--- src/rtl/uart_bram_if.sv ---
// Signal bundle between the UART command controller and its neighbours:
// the receiver stream, the transmitter stream and the block-RAM port.
interface uart_bram_if #(
    parameter int unsigned RAM_ADDR_BITS = 13
);
    logic [7:0]               rx_data;
    logic                     rx_valid;
    logic [7:0]               tx_data;
    logic                     tx_valid;
    logic                     tx_ready;
    logic                     ram_write_enable;
    logic                     ram_read_enable;
    logic [RAM_ADDR_BITS-1:0] ram_address;
    logic [7:0]               ram_write_data;
    logic [7:0]               ram_read_data;
    logic                     busy;

    modport master (
        input  rx_data, rx_valid, tx_ready, ram_read_data,
        output tx_data, tx_valid, ram_write_enable, ram_read_enable, ram_address,
               ram_write_data, busy
    );

    modport slave (
        output rx_data, rx_valid, tx_ready, ram_read_data,
        input  tx_data, tx_valid, ram_write_enable, ram_read_enable, ram_address,
               ram_write_data, busy
    );
endinterface

--- src/rtl/uart_bram_ctrl.sv ---
// UART command parser driving a block-RAM port: burst writes from received bytes,
// burst reads streamed back to the transmitter, with an inter-byte timeout on commands.
module uart_bram_ctrl #(
    parameter int unsigned RAM_ADDR_BITS  = 13,
    parameter int unsigned TIMEOUT_CYCLES = 2_700_000
) (
    input  logic       clk,
    input  logic       rst_n,
    uart_bram_if.master bus
);
    typedef enum logic [2:0] {
        StIdle, StAddrLo, StLen, StWrData, StRdReq, StRdWait, StRdSend
    } state_e;

    localparam logic [31:0] TmoLast = 32'(TIMEOUT_CYCLES - 1);
    localparam logic [RAM_ADDR_BITS-1:0] AddrOne = {{(RAM_ADDR_BITS-1){1'b0}}, 1'b1};

    state_e                   state_q, state_d;
    logic                     rw_q, rw_d;
    logic [6:0]               addr_hi_q, addr_hi_d;
    logic [RAM_ADDR_BITS-1:0] addr_q, addr_d;
    logic [7:0]               cnt_q, cnt_d;
    logic [31:0]              tmo_q, tmo_d;
    logic                     wr_pend_q, wr_pend_d;
    logic [7:0]               wr_data_q, wr_data_d;
    logic                     done_q, done_d;
    logic [7:0]               tx_data_q, tx_data_d;
    logic                     tx_valid_q, tx_valid_d;
    logic [14:0]              full_addr;
    logic                     timed;

    always_comb begin
        state_d    = state_q;
        rw_d       = rw_q;
        addr_hi_d  = addr_hi_q;
        addr_d     = addr_q;
        cnt_d      = cnt_q;
        tmo_d      = '0;
        wr_pend_d  = 1'b0;
        wr_data_d  = wr_data_q;
        done_d     = done_q;
        tx_data_d  = tx_data_q;
        tx_valid_d = tx_valid_q;
        full_addr  = {addr_hi_q, bus.rx_data};
        timed      = (state_q == StAddrLo) || (state_q == StLen) ||
                     ((state_q == StWrData) && !done_q);

        if (timed && !bus.rx_valid) tmo_d = tmo_q + 32'd1;
        // The write strobe uses the current address; advance it once the write issues.
        if (wr_pend_q) addr_d = addr_q + AddrOne;

        unique case (state_q)
            StIdle: begin
                if (bus.rx_valid) begin
                    rw_d      = bus.rx_data[7];
                    addr_hi_d = bus.rx_data[6:0];
                    state_d   = StAddrLo;
                end
            end
            StAddrLo: begin
                if (bus.rx_valid) begin
                    addr_d  = full_addr[RAM_ADDR_BITS-1:0];
                    state_d = StLen;
                end else if (tmo_q >= TmoLast) begin
                    state_d = StIdle;
                end
            end
            StLen: begin
                if (bus.rx_valid) begin
                    cnt_d   = bus.rx_data;
                    done_d  = 1'b0;
                    state_d = rw_q ? StRdReq : StWrData;
                end else if (tmo_q >= TmoLast) begin
                    state_d = StIdle;
                end
            end
            StWrData: begin
                if (done_q) begin
                    // Final write issues this cycle; a coinciding byte starts the next frame.
                    done_d  = 1'b0;
                    state_d = StIdle;
                    if (bus.rx_valid) begin
                        rw_d      = bus.rx_data[7];
                        addr_hi_d = bus.rx_data[6:0];
                        state_d   = StAddrLo;
                    end
                end else if (bus.rx_valid) begin
                    wr_pend_d = 1'b1;
                    wr_data_d = bus.rx_data;
                    if (cnt_q == 8'd0) done_d = 1'b1;
                    else               cnt_d  = cnt_q - 8'd1;
                end else if (tmo_q >= TmoLast) begin
                    state_d = StIdle;
                end
            end
            StRdReq: state_d = StRdWait;
            StRdWait: begin
                tx_data_d  = bus.ram_read_data;
                tx_valid_d = 1'b1;
                state_d    = StRdSend;
            end
            StRdSend: begin
                if (tx_valid_q && bus.tx_ready) begin
                    tx_valid_d = 1'b0;
                    if (cnt_q == 8'd0) begin
                        state_d = StIdle;
                    end else begin
                        cnt_d   = cnt_q - 8'd1;
                        addr_d  = addr_q + AddrOne;
                        state_d = StRdReq;
                    end
                end
            end
            default: state_d = StIdle;
        endcase
    end

    always_ff @(posedge clk or negedge rst_n) begin
        if (!rst_n) begin
            state_q    <= StIdle;
            rw_q       <= 1'b0;
            addr_hi_q  <= '0;
            addr_q     <= '0;
            cnt_q      <= '0;
            tmo_q      <= '0;
            wr_pend_q  <= 1'b0;
            wr_data_q  <= '0;
            done_q     <= 1'b0;
            tx_data_q  <= '0;
            tx_valid_q <= 1'b0;
        end else begin
            state_q    <= state_d;
            rw_q       <= rw_d;
            addr_hi_q  <= addr_hi_d;
            addr_q     <= addr_d;
            cnt_q      <= cnt_d;
            tmo_q      <= tmo_d;
            wr_pend_q  <= wr_pend_d;
            wr_data_q  <= wr_data_d;
            done_q     <= done_d;
            tx_data_q  <= tx_data_d;
            tx_valid_q <= tx_valid_d;
        end
    end

    assign bus.tx_data          = tx_data_q;
    assign bus.tx_valid         = tx_valid_q;
    assign bus.ram_write_enable = wr_pend_q;
    assign bus.ram_read_enable  = (state_q == StRdReq);
    assign bus.ram_address      = addr_q;
    assign bus.ram_write_data   = wr_data_q;
    assign bus.busy             = (state_q != StIdle);
endmodule

--- src/flat_wrapper.sv ---
// flat-port wrapper written by rule: the top's interface ports become plain ports
module uart_bram_ctrl_flat 
#(
    parameter int unsigned RAM_ADDR_BITS  = 13,
    parameter int unsigned TIMEOUT_CYCLES = 2_700_000
)
  (clk, rst_n, bus_rx_data, bus_rx_valid, bus_tx_ready, bus_ram_read_data, bus_tx_data, bus_tx_valid, bus_ram_write_enable, bus_ram_read_enable, bus_ram_address, bus_ram_write_data, bus_busy);
  uart_bram_if #(.RAM_ADDR_BITS(RAM_ADDR_BITS)) bus_i ();
  input  logic clk;
  input  logic rst_n;
  input wire logic [$bits(bus_i.rx_data)-1:0] bus_rx_data;
  input wire logic [$bits(bus_i.rx_valid)-1:0] bus_rx_valid;
  input wire logic [$bits(bus_i.tx_ready)-1:0] bus_tx_ready;
  input wire logic [$bits(bus_i.ram_read_data)-1:0] bus_ram_read_data;
  output wire logic [$bits(bus_i.tx_data)-1:0] bus_tx_data;
  output wire logic [$bits(bus_i.tx_valid)-1:0] bus_tx_valid;
  output wire logic [$bits(bus_i.ram_write_enable)-1:0] bus_ram_write_enable;
  output wire logic [$bits(bus_i.ram_read_enable)-1:0] bus_ram_read_enable;
  output wire logic [$bits(bus_i.ram_address)-1:0] bus_ram_address;
  output wire logic [$bits(bus_i.ram_write_data)-1:0] bus_ram_write_data;
  output wire logic [$bits(bus_i.busy)-1:0] bus_busy;
  assign bus_i.rx_data = bus_rx_data;
  assign bus_i.rx_valid = bus_rx_valid;
  assign bus_i.tx_ready = bus_tx_ready;
  assign bus_i.ram_read_data = bus_ram_read_data;
  assign bus_tx_data = bus_i.tx_data;
  assign bus_tx_valid = bus_i.tx_valid;
  assign bus_ram_write_enable = bus_i.ram_write_enable;
  assign bus_ram_read_enable = bus_i.ram_read_enable;
  assign bus_ram_address = bus_i.ram_address;
  assign bus_ram_write_data = bus_i.ram_write_data;
  assign bus_busy = bus_i.busy;
  uart_bram_ctrl #(.RAM_ADDR_BITS(RAM_ADDR_BITS), .TIMEOUT_CYCLES(TIMEOUT_CYCLES)) u_core (.clk(clk), .rst_n(rst_n), .bus(bus_i));
endmodule
--- config.mk ---
export PLATFORM = sky130hd
export DESIGN_NAME = uart_bram_ctrl_flat
export DESIGN_NICKNAME = d
export VERILOG_FILES = /design/src/rtl/uart_bram_if.sv /design/src/rtl/uart_bram_ctrl.sv /design/src/flat_wrapper.sv
export SDC_FILE = /design/constraint.sdc
export NUM_CORES = 1
export LEC_CHECK = 0
export BUFFER_PORTS_ARGS = -buffer_cell sky130_fd_sc_hd__buf_2
export CAP_MARGIN = 10
export CORE_ASPECT_RATIO = 0.75
export CORE_MARGIN = 2
export CORE_UTILIZATION = 40
export DETAILED_ROUTE_END_ITERATION = 8
export PLACE_DENSITY = 0.66
export SYNTH_ARGS = -nofsm -noshare
export SYNTH_HDL_FRONTEND = slang
export SYNTH_SLANG_ARGS = --single-unit
--- constraint.sdc ---
create_clock -name clk -period 1.85 [get_ports clk]
set_clock_uncertainty 0.1 [all_clocks]
set_input_delay 0 -clock clk [delete_from_list [all_inputs] [get_ports clk]]
set_output_delay 0 -clock clk [all_outputs]
set_load 0.01 [all_outputs]
==> metrics <==
VDD IR-drop max=between 0.8 and 0.9 mV; ANT cells=0; critical path's largest stage delay=~0.40 ns; Net Sw Frac=36.90%; CTS buffer count=9; synthesized area=4353 um^2; global route overflow=0; failing checks=setup timing; non-filler cells, final=about 700; floorplan die width=~120 um; Power Total=8.071 mW; Main synth FF type=dfrtp_1; clock power share=23.9%; CP endpoint kind=flop; Final ANT Viol Nets=0; CTS tree=done; combinational share of power=about two fifths; asr flop ratio synth=100.0%; Leak=2.421 nW; htree depth=3; register share of total power=about a third; Cell variety after synth=58; worst hold margin=around 0.018 ns; count leader, synth=dfrtp_1; Max-Cap Viols=0; layout cell share with drive strength beyond 1=a little under a third; Skew-Pair Late Insertion Delay=between 0.3 and 0.4 ns; Cell Int Power=between 5 and 6 mW; Core ar.=10450 um^2; critical path arrival=2.02 ns; setup slack after layout=-0.04718 ns; pin count of the biggest net entering global routing=39; synthesized area per cell=a little under 10 um^2; Worst EP required=between 1.5 and 2 ns; Final Setup Violations=8; placer congestion estimate=slightly below 0.9; IO Count=53; crit path kind=reg -> reg; placed insts=between 600 and 700; syn_nets=474; hpwl dp=8.087 mm; HP Class=in -> async; clock sinks=81; Die Y=~94 um; EDFF count, synth=0; max-slew violation count=0; Max Buffers Root-to-Sink=2; top sig layer=met4; Net Sw Power=2.978 mW; first-pass GRT wire length=approximately 19 mm; WL/cell=16.54 um; Vias=3936; Pwr per Cell Area=around 1400 nW/um^2; Final Hold Fails=0; sequential cell area fraction in the yosys report=between 40% and 50%; clock period minus worst slack=1.897 ns; type of origin of the critical path=flop; Worst-path clk slew=0.06 ns; vias per cell=~5.6; worst path cell trace=inv_2 > ha_4 > nor4b_4 > buf_4 > a211oi_4 > buf_12 > o2111ai_1 > xor2_1 > o21ai_1; FF+latch count, synth=81; area grow syn2layout=32.74%; period utilisation layout=102.6%; main area contributors after synthesis=dfrtp_1 47%, mux2_2 5.7%, nor2_1 4.7%; initial core utilization=a little over two fifths; Crit Path Max Fanout=7; YS warnings=0; status=finished with violations; final setup TNS=-0.2071 ns; met3 routed WL=701 um; TritonRoute pass-1 iters=5; Die ar.=~12000 um^2; post-synth top area cell=dfrtp_1; Synth top cells by count=81 x dfrtp_1, 54 x nor2_1, 44 x nand2_1; share of the synthesized area in the top cell type=roughly 47%; GRT Overall Usage=20.07%; DR iter-0 viols=approximately 290; drt total wl=approximately 12 mm; M1 WL=around 5.4 mm; nets=roughly 590; initial antenna violation count=0; relative slew slack=71.43%; # DRC=0; CP max-delay cell=dfrtp_1; I/O Buffers=between 50 and 60; clk root buf=clkbuf_16; RSZ-0062 raised after global routing=yes; Post-Synthesis Cells=roughly 450; met2 wire length=~5.4 mm; FMAX=between 500 and 600 MHz; Least-Margin Pin Slew=about 0.43 ns; vias in the first global route=between 3000 and 4000; num rows=32
-- cells in the final DEF (no fill, tap or decap), types with 4 or more instances in the layout --
master / n
a21oi_1: 11
and2_1: 4
and3_1: 4
and4_1: 5
buf_2: 51
buf_4: 44
clkbuf_16: 9
dfrtp_1: 78
dlygate4sd3_1: 19
inv_1: 9
mux2_2: 22
nand2_1: 42
nand3_1: 20
nand4_1: 11
nor2_1: 52
nor2b_1: 4
nor3_1: 10
nor4_1: 8
nor4_2: 4
o211ai_1: 5
o21ai_0: 17
o21ai_1: 10
o22ai_1: 5
or3_1: 5
xnor2_1: 21
xor2_1: 21
-- registers in the layout (all words and copies together), names as in the netlist --
signal                       count
u_core.bus.ram_address          13
u_core.state_q                   3
u_core.addr_hi_q                 5
u_core.bus.ram_write_enable      1
u_core.rw_q                      1
u_core.done_q                    1
u_core.cnt_q                     8
u_core.bus.ram_write_data        8
u_core.tmo_q                    32
u_core.bus.tx_data               8
u_core.bus.tx_valid              1
-- power groups by stage --
| stage | logic (mW) | registers (mW) | clock network [mW] |
|---|---|---|---|
| after global routing | 3.59 | 2.92 | 2.03 |
| final | 3.30 | 2.85 | 1.93 |
| after floorplan | 1.65 | 2.89 | 0 |
| after detailed placement | 2.96 | 2.82 | 0 |
| after global placement | 2.86 | 2.80 | 0 |
| after CTS | 3.08 | 2.80 | 1.96 |
-- metrics by stage --
step,util (%),instance area (um^2),setup WS (ns)
floorplan,-,4353,0.05805
global placement,48.11,5027,0.004546
detailed placement,48.11,5027,-0.1204
CTS,53.39,5579,-0.005710
global route,55.29,5778,-0.1408
finish,55.29,5778,-0.04718
-- logic make-up after synthesis --
group | Yosys count | synth area share, %
and+or+nand+nor | 193 | 23.23
DFF | 81 | 46.57
AOI/OAI and AO/OA | 80 | 12.07
xor gates and xnor gates | 43 | 8.652
buffers and inverters | 28 | 2.702
muxes | 23 | 5.921
adders and majority gates | 3 | 0.8624
-- path summary, 6_finish.rpt --
| kind | start | to | depth (start not counted) | slack, ns |
|---|---|---|---|---|
| setup reg to reg | u_core.cnt_q[0] | u_core.bus.ram_address[5] | 9 | -0.05 |
| hold reg to reg | u_core.bus.ram_write_data[4] | u_core.bus.ram_write_data[4] | 1 | 0.40 |
| min in group clk | bus_ram_read_data[0] | u_core.bus.tx_data[0] | 3 | 0.33 |
| setup / recovery | u_core.cnt_q[0] | u_core.bus.ram_address[5] | 9 | -0.05 |
| hold / removal | rst_n | u_core.bus.tx_data[1] | 2 | 0.02 |
| max in group asynchronous | rst_n | u_core.tmo_q[2] | 3 | 1.03 |
-- worst max-delay path: cells and delay by family (launching register included) --
| kind | cells | cell delay (ns) |
|---|---|---|
| buf+inv | 3 | 0.44 |
| flops | 1 | 0.40 |
| compound gates | 3 | 0.32 |
| simple gates | 1 | 0.21 |
| xor+xnor | 1 | 0.17 |
| fa+ha+maj | 1 | 0.14 |
-- routing by layer --
layer  GRT usage [%]  vias to the layer above
li1                -                     1840
met2           30.92                      134
met3           4.873                       10
met4           6.835                        0
met5               0                        -
met1           28.00                     1952
-- timing repair --
action,in CTS,in global routing
buffers inserted,1,8
pin swaps,8,11
endpoints found under the hold margin,119,0
hold buffers,19,0
gates resized for setup,13,29
cloned,0,0
setup endpoints to repair,13,52
-- area by class of cell --
| type | count | area [um^2] |
|---|---|---|
| Clock buffer | 11 | 242.7 |
| Clock inverter | 5 | 78.83 |
| Fill cell | 875 | 4672 |
| Inverter | 11 | 41.29 |
| Multi-Input combinational cell | 342 | 2379 |
| Sequential cell | 81 | 2031 |
| Tap cell | 136 | 170.2 |
| Timing Repair Buffer | 117 | 835.8 |
(Power assumes the default switching activity.)
